`src/rtl/grid_raster_out.sv`:
```
// Rasterises a 64-cell board as a scaled pixel stream with line/frame sync.
// A board arrives into a one-entry shadow buffer and is shown from the next frame boundary.
module grid_raster_out #(
    parameter int unsigned GRID_W   = 8,
    parameter int unsigned GRID_H   = 8,
    parameter int unsigned CELL_PIX = 4,
    parameter int unsigned H_BLANK  = 8,
    parameter int unsigned V_BLANK  = 4
) (
    input  logic                        clk,
    input  logic                        reset,
    input  logic                        start,
    input  logic [63:0]                 grid_in,
    input  logic                        grid_valid,
    output logic                        grid_ready,
    output logic                        pix_valid,
    output logic                        pix_on,
    output logic [$clog2(GRID_W)-1:0]   pix_x,
    output logic [$clog2(GRID_H)-1:0]   pix_y,
    output logic                        hsync,
    output logic                        vsync,
    output logic                        frame_done
);

    localparam int unsigned H_ACT = GRID_W * CELL_PIX;
    localparam int unsigned V_ACT = GRID_H * CELL_PIX;
    localparam int unsigned HT    = H_ACT + H_BLANK;
    localparam int unsigned VT    = V_ACT + V_BLANK;
    localparam int unsigned NCELL = GRID_W * GRID_H;
    localparam int unsigned HW    = $clog2(HT);
    localparam int unsigned VW    = $clog2(VT);
    localparam int unsigned XW    = $clog2(GRID_W);
    localparam int unsigned YW    = $clog2(GRID_H);
    localparam int unsigned CW    = $clog2(NCELL);

    localparam logic [HW-1:0] H_ACT_L  = HW'(H_ACT);
    localparam logic [HW-1:0] H_LAST_L = HW'(HT - 1);
    localparam logic [VW-1:0] V_ACT_L  = VW'(V_ACT);
    localparam logic [VW-1:0] V_LAST_L = VW'(VT - 1);

    logic          run_q,     run_d;
    logic [HW-1:0] h_q,       h_d;
    logic [VW-1:0] v_q,       v_d;
    logic          pending_q, pending_d;
    logic [63:0]   shadow_q,  shadow_d;
    logic [63:0]   active_q,  active_d;

    logic          pix_valid_c;
    logic          pix_on_c;
    logic [XW-1:0] pix_x_c;
    logic [YW-1:0] pix_y_c;
    logic          hsync_c;
    logic          vsync_c;
    logic          frame_done_c;
    logic [CW-1:0] cell_idx_c;
    logic [CW-1:0] cell_bit_c;

    // State registers
    always_ff @(posedge clk or negedge reset) begin
        if (!reset) begin
            run_q     <= 1'b0;
            h_q       <= '0;
            v_q       <= '0;
            pending_q <= 1'b0;
            shadow_q  <= '0;
            active_q  <= '0;
        end else begin
            run_q     <= run_d;
            h_q       <= h_d;
            v_q       <= v_d;
            pending_q <= pending_d;
            shadow_q  <= shadow_d;
            active_q  <= active_d;
        end
    end

    // Output decode straight from the registered scan position
    always_comb begin
        pix_valid_c  = run_q && (h_q < H_ACT_L) && (v_q < V_ACT_L);
        pix_x_c      = '0;
        pix_y_c      = '0;
        if (pix_valid_c) begin
            pix_x_c = XW'(h_q / HW'(CELL_PIX));
            pix_y_c = YW'(v_q / VW'(CELL_PIX));
        end
        // bit 63 holds cell (0,0), so the board is indexed from the top
        cell_idx_c   = CW'(pix_y_c) * CW'(GRID_W) + CW'(pix_x_c);
        cell_bit_c   = CW'(NCELL - 1) - cell_idx_c;
        pix_on_c     = pix_valid_c && active_q[cell_bit_c];
        hsync_c      = run_q && (h_q == H_ACT_L);
        vsync_c      = run_q && (v_q == V_ACT_L);
        frame_done_c = run_q && (h_q == H_LAST_L) && (v_q == V_LAST_L);
    end

    // Scan counters, handshake and frame-boundary swap
    always_comb begin
        run_d     = start;
        h_d       = '0;
        v_d       = '0;
        pending_d = pending_q;
        shadow_d  = shadow_q;
        active_d  = active_q;

        if (run_q) begin
            if (h_q == H_LAST_L) begin
                h_d = '0;
                v_d = (v_q == V_LAST_L) ? '0 : v_q + VW'(1);
            end else begin
                h_d = h_q + HW'(1);
                v_d = v_q;
            end
        end

        // Accept and swap are exclusive: one needs pending clear, the other set
        if (grid_valid && !pending_q) begin
            shadow_d  = grid_in;
            pending_d = 1'b1;
        end
        if (frame_done_c && pending_q) begin
            active_d  = shadow_q;
            pending_d = 1'b0;
        end
    end

    assign grid_ready = ~pending_q;
    assign pix_valid  = pix_valid_c;
    assign pix_on     = pix_on_c;
    assign pix_x      = pix_x_c;
    assign pix_y      = pix_y_c;
    assign hsync      = hsync_c;
    assign vsync      = vsync_c;
    assign frame_done = frame_done_c;

endmodule

```
`config.mk`:
```
export PLATFORM = sky130hd
export DESIGN_NAME = grid_raster_out
export DESIGN_NICKNAME = d
export VERILOG_FILES = /design/src/rtl/grid_raster_out.sv
export SDC_FILE = /design/constraint.sdc
export NUM_CORES = 1
export LEC_CHECK = 0
export BUFFER_PORTS_ARGS = -buffer_cell sky130_fd_sc_hd__buf_2
export CAP_MARGIN = 20
export CORE_MARGIN = 4
export CORE_UTILIZATION = 50
export CTS_BUF_LIST = sky130_fd_sc_hd__clkbuf_8
export CTS_CLUSTER_SIZE = 14
export DETAILED_ROUTE_END_ITERATION = 10
export PLACE_DENSITY_LB_ADDON = 0.12
export SYNTH_ARGS = -nofsm -noshare
export SYNTH_HDL_FRONTEND = slang
export SYNTH_SLANG_ARGS = --single-unit
```
`constraint.sdc`:
```
create_clock -name clk -period 6.2 [get_ports clk]
set_clock_uncertainty 0.05 [all_clocks]
set_input_delay 0.93 -clock clk [delete_from_list [all_inputs] [get_ports clk]]
set_output_delay 0.93 -clock clk [all_outputs]
set_load 0.01 [all_outputs]
```
* Word level (Yosys, flattened, before mapping)
Index checks and enable logic that the tools add are counted.
Storage, ports and cells: flip-flop bits (word level) 142, output and inout port bits 12, logic and storage cells 41, input port bits 68
Operators by class: add/subtract/negate cells 4, reductions and logical operators 11, order comparisons 3, multiplexer cells 11, eq/ne operators 5, bitwise gates (word level) 1
Operators with widths (count):
- $mux W6 | 5
- $eq A6 B6 Y1 const B | 4
- $add A6 B1 Y6 const B | 2
- $lt A6 B6 Y1 const B | 2
- $logic_and A1 B1 Y1 | 9
- $lt A6 B7 Y1 const B | 1
- $add A6 B3 Y6 | 1
- $bmux W1 S6 | 1
- $mux W3 | 2
- $sub A6 B6 Y6 const A | 1
- $mux W1 | 3
- $ne A2 B1 Y1 const B | 1
- $reduce_bool A2 Y1 | 1
- $logic_not A1 Y1 | 1
- $not A1 Y1 | 1

* Longest topological paths before layout
depth after elaboration 9, gate-level depth with buffers 10, mapped depth without buffers 8

* Least setup slack after synthesis
No wires, ideal clock.
path kind register to output, from reg v_q[5], to out pix_on, path buffers 2, stages on the path, launching flop included 11, data required time 5220 ps, path slack 3235 ps, arrival time 1985 ps, cell sequence dfrtp_1 or3b_1 buf_2 inv_1 buf_4 nand2_1 inv_1 o211ai_1 o22ai_1 a2bb2oi_1 a311oi_1
On the way: cells in the longest elaborated chain, start to end 8, elaborated cells between the ends (all ways) 9, those cells by class add/sub (2); order compare (1); mux (4); reduce/logical (2)
Ends and longest elaborated chain:
- start, declared | RTL line 43 | logic [VW-1:0] v_q, v_d;
- start signal, assigned | RTL line 70 | v_q <= v_d;
- $lt A6 B6 Y1 | RTL line 79 | pix_valid_c = run_q && (h_q < H_ACT_L) && (v_q < V_ACT_L);
- $logic_and A1 B1 Y1 | RTL line 79
- via pix_valid | RTL line 16 | output logic pix_valid,
- $mux W3 | RTL line 82 | if (pix_valid_c) begin
- via pix_y[1] | RTL line 19 | output logic [$clog2(GRID_H)-1:0] pix_y,
- $add A6 B3 Y6 | RTL line 87 | cell_idx_c = CW'(pix_y_c) * CW'(GRID_W) + CW'(pix_x_c);
- $sub A6 B6 Y6 | RTL line 88 | cell_bit_c = CW'(NCELL - 1) - cell_idx_c;
- $bmux W1 S6 | RTL line 89 | pix_on_c = pix_valid_c && active_q[cell_bit_c];
- $mux W1 (implied by the code) | RTL line 89
- $logic_and A1 B1 Y1 | RTL line 89
- end, declared | RTL line 17 | output logic pix_on,
The timed path passes the listed nets, and every way through them passes these cells. The select of a mux whose other input is x is not followed.

* Final worst setup path
from reg h_q[4], to out pix_on
On the way: cells in the longest elaborated chain, start to end 9, elaborated cells between the ends (all ways) 10, those cells by class add/sub (2); order compare (1); mux (4); reduce/logical (3)
Ends and longest elaborated chain:
- start, declared | RTL line 42 | logic [HW-1:0] h_q, h_d;
- start signal, assigned | RTL line 62 | h_q <= '0;
- start signal, assigned | RTL line 69 | h_q <= h_d;
- $lt A6 B6 Y1 | RTL line 79
- $logic_and A1 B1 Y1 (2 in series) | RTL line 79
- $mux W3 | RTL line 82
- $add A6 B3 Y6 | RTL line 87
- $sub A6 B6 Y6 | RTL line 88
- $bmux W1 S6 | RTL line 89
- $mux W1 (implied by the code) | RTL line 89
- $logic_and A1 B1 Y1 * | RTL line 89
Every way passes the cells marked *; elsewhere a longest branch is shown, timed or not. The select of a mux whose other input is x is not followed.

==> run_results.csv <==
group,metric,value,unit
clock_network,cts_resized,0,
critical_path,worst-setup-path-type,"reg2out",
finish,n_antenna_cell,0,
clock_network,ctsHoldBuffers,0,
critical_path,cp_slowest_cell,"dfrtp_1",
floorplanning,dieArea,14290,sq um
floorplanning,core-area,12110,sq um
power,design_power_total,1.955,mW
routing,drc,0,
critical_path,r2r_setup_slack,3210,ps
floorplanning,num_rows,40,
critical_path,critPathBufInv,2,
finish,final_cell_area,7162,sq um
clock_network,cts_tree,"done",
grt,grt-ovfl-total,0,
synth,synthesis.nets,522,
synth,synth_top_flop_cell,"dfrtp_1",
routing,totalWireLength,11940,um
clock_network,clkSinkCount,142,
synth,netlist_instances,450,
critical_path,critical_path_peak_fanout,21,
clock_network,worstSkewPairLatency,450,ps
floorplanning,die_x,119.5,um
grt,grt_pass1_vias,4016,
run,cap_viol_max_count,0,
run_status,status,"finished clean",
sta,drv_slew,0,
sta,worst_pin_slew,938.7,ps
routing,detail_route.first_pass.iterations,4,
floorplanning,ios,80,
synth,synth_edf_count,0,
synth,synth_cell_type_count,45,
routing,drtAntennaViolNets,0,
place,placed_cells,673,
finish,area_growth,15.15,%
clock_network,cts_root_buffer,"clkbuf_8",
synth,yosysWarnings,0,
grt,antenna_found_initial,0,
routing,wl_per_cell,16.93,um
sta,relSlewSlack,0.3742,
sta,setup_tns,0,ps
critical_path,crit_path_max_incr_delay,900,ps
floorplanning,chipHeight,119.5,um
sta,layout_setup_ws,1997,ps
critical_path,worstSetupStartpointType,"register",
synth,ys_seq_area_frac,0.5713,
critical_path,rr_startpoint,"h_q[2]",
power,ir_drop,0.2828,mV
sta,timing.final.crit_share,0.6779,
grt,grt_util_all_layers,0.1829,
critical_path,reg2regPathDepth,8,
synth,syn_area,6220,sq um
critical_path,arrival,3220,ps
grt,grt_max_degree,78,
place,gp_congestion,0.8255,
place,portBuffers,79,
clock_network,cts_inserted_buffers,17,
critical_path,critical_path_required,5220,ps
power,powerDensity,273.0,nW/um^2
critical_path,r2r_end,"active_q[14]",
routing,num_vias,3752,
sta,hold_ws,407.7,ps
clock_network,htreeDepth,4,
synth,avgSynthCellArea,13.82,sq um
critical_path,crit_family,"flip-flops",
critical_path,end_kind,"primary output",
finish,finalNonFillerCells,705,
clock_network,postCtsSetupBuffers,0,
finish,drive_gt1_frac,0.4469,
synth,yosys_register_bits,142,
routing,vias_per_cell,5.322,
synth,synthArstFlopShare,1.000,
finish,postLayoutCoreUtil,0.5913,
critical_path,crit_chain,"nand4bb_1, inv_2, mux2i_1, mux4_2, nand2_1, nand4_1, a311oi_1, buf_2",
sta,rsz0062_at_grt,"false",
clock_network,clock_path_buffers,2,
hold_path,holdCritPathClass,"in2async",
place,pre_cts_slack,2440,ps
sta,max_freq,0.2379,GHz
sta,hold_viol,0,
power,power.leakage,3.433,nW
finish,final_net_count,596,
floorplanning,start_util,0.5135,
grt,grt_pass1_wl,20560,um
sta,period_needed,4203,ps
routing,drt-initial-drc-count,200,
place,dp_hpwl,8206,um
place,place_area,6708,sq um
sta,setup_viol,0,
clock_network,path_clk_slew,90,ps
==> layout make-up <==
class / instances / area (sq um)
clock buffers: 17 / 234.0
clock inverters: 15 / 220.2
fillers: 1029 / 4950
inverters: 14 / 52.55
multi-input cells: 266 / 2460
flip-flops and latches: 142 / 3553
well taps: 168 / 210.2
repair buffers: 83 / 431.7
==> where the power goes <==
group	internal, mW	total, mW	switching (mW)
Combinational	0.0623	0.110	0.0476
Sequential	0.982	1.01	0.0323
Clock	0.478	0.831	0.353
==> layout by cell type (no fill, tap or decap), types with 5 or more instances in the layout <==
master / count
inv_1: 14
mux2_1: 19
dfrtp_1: 142
and2_1: 5
o21ai_0: 6
mux2_2: 116
mux2i_1: 10
clkbuf_8: 17
nand3_1: 9
nor2_1: 12
bufinv_16: 5
buf_2: 78
a21oi_1: 7
nand2_1: 16
==> synth_stat cells (5+ instances only) <==
cell type  instances  area (sq um)
inv_1             13         48.80
mux2i_1           10         100.1
nand3_1            9         45.04
buf_6              5         56.30
and2_1             5         31.28
mux2_1            19         214.0
nand2_1           17         63.81
a21oi_1            7         35.03
o21ai_0            6         30.03
dfrtp_1          142          3553
mux2_2           116          1306
clkbuf_1          12         45.04
nor2b_1            5         31.28
nor2_1            12         45.04
buf_2              8         40.04
==> how the worst max path moves through the flow <==
stage | start | endpoint | slack (ps) | cells past startpoint
after floorplan | v_q[5] | pix_on | 3230 | 10
after global placement | h_q[4] | pix_on | 2530 | 8
after detailed placement | h_q[4] | pix_on | 2440 | 8
after CTS | h_q[4] | pix_on | 1940 | 8
after global routing | h_q[4] | pix_on | 1810 | 8
final | h_q[4] | pix_on | 2000 | 8
==> registers in the layout (all words and copies together), names as in the netlist <==
register / cells
run_q: 1
pending_q: 1
h_q: 6
active_q: 64
v_q: 6
shadow_q: 64
==> cell families after synthesis <==
group	count (synthesis)	synth area share
AO/OA/AOI/OAI	42	0.04728
XOR/XNOR	5	0.007041
adder cells (fa/ha/maj)	4	0.008047
buffers and inverters	42	0.03480
flip-flops	142	0.5713
multiplexers	149	0.2750
AND/OR/NAND/NOR	66	0.05653
==> routing by layer <==
metal  GRT usage  vias up  share of wire
met2      0.2825       95           0.47
li1            -     1777              -
met3     0.05231       17          0.054
met1      0.2453     1863           0.46
met5           0        -              0
met4     0.07373        0          0.016
Power figures use the tool's default switching activity.
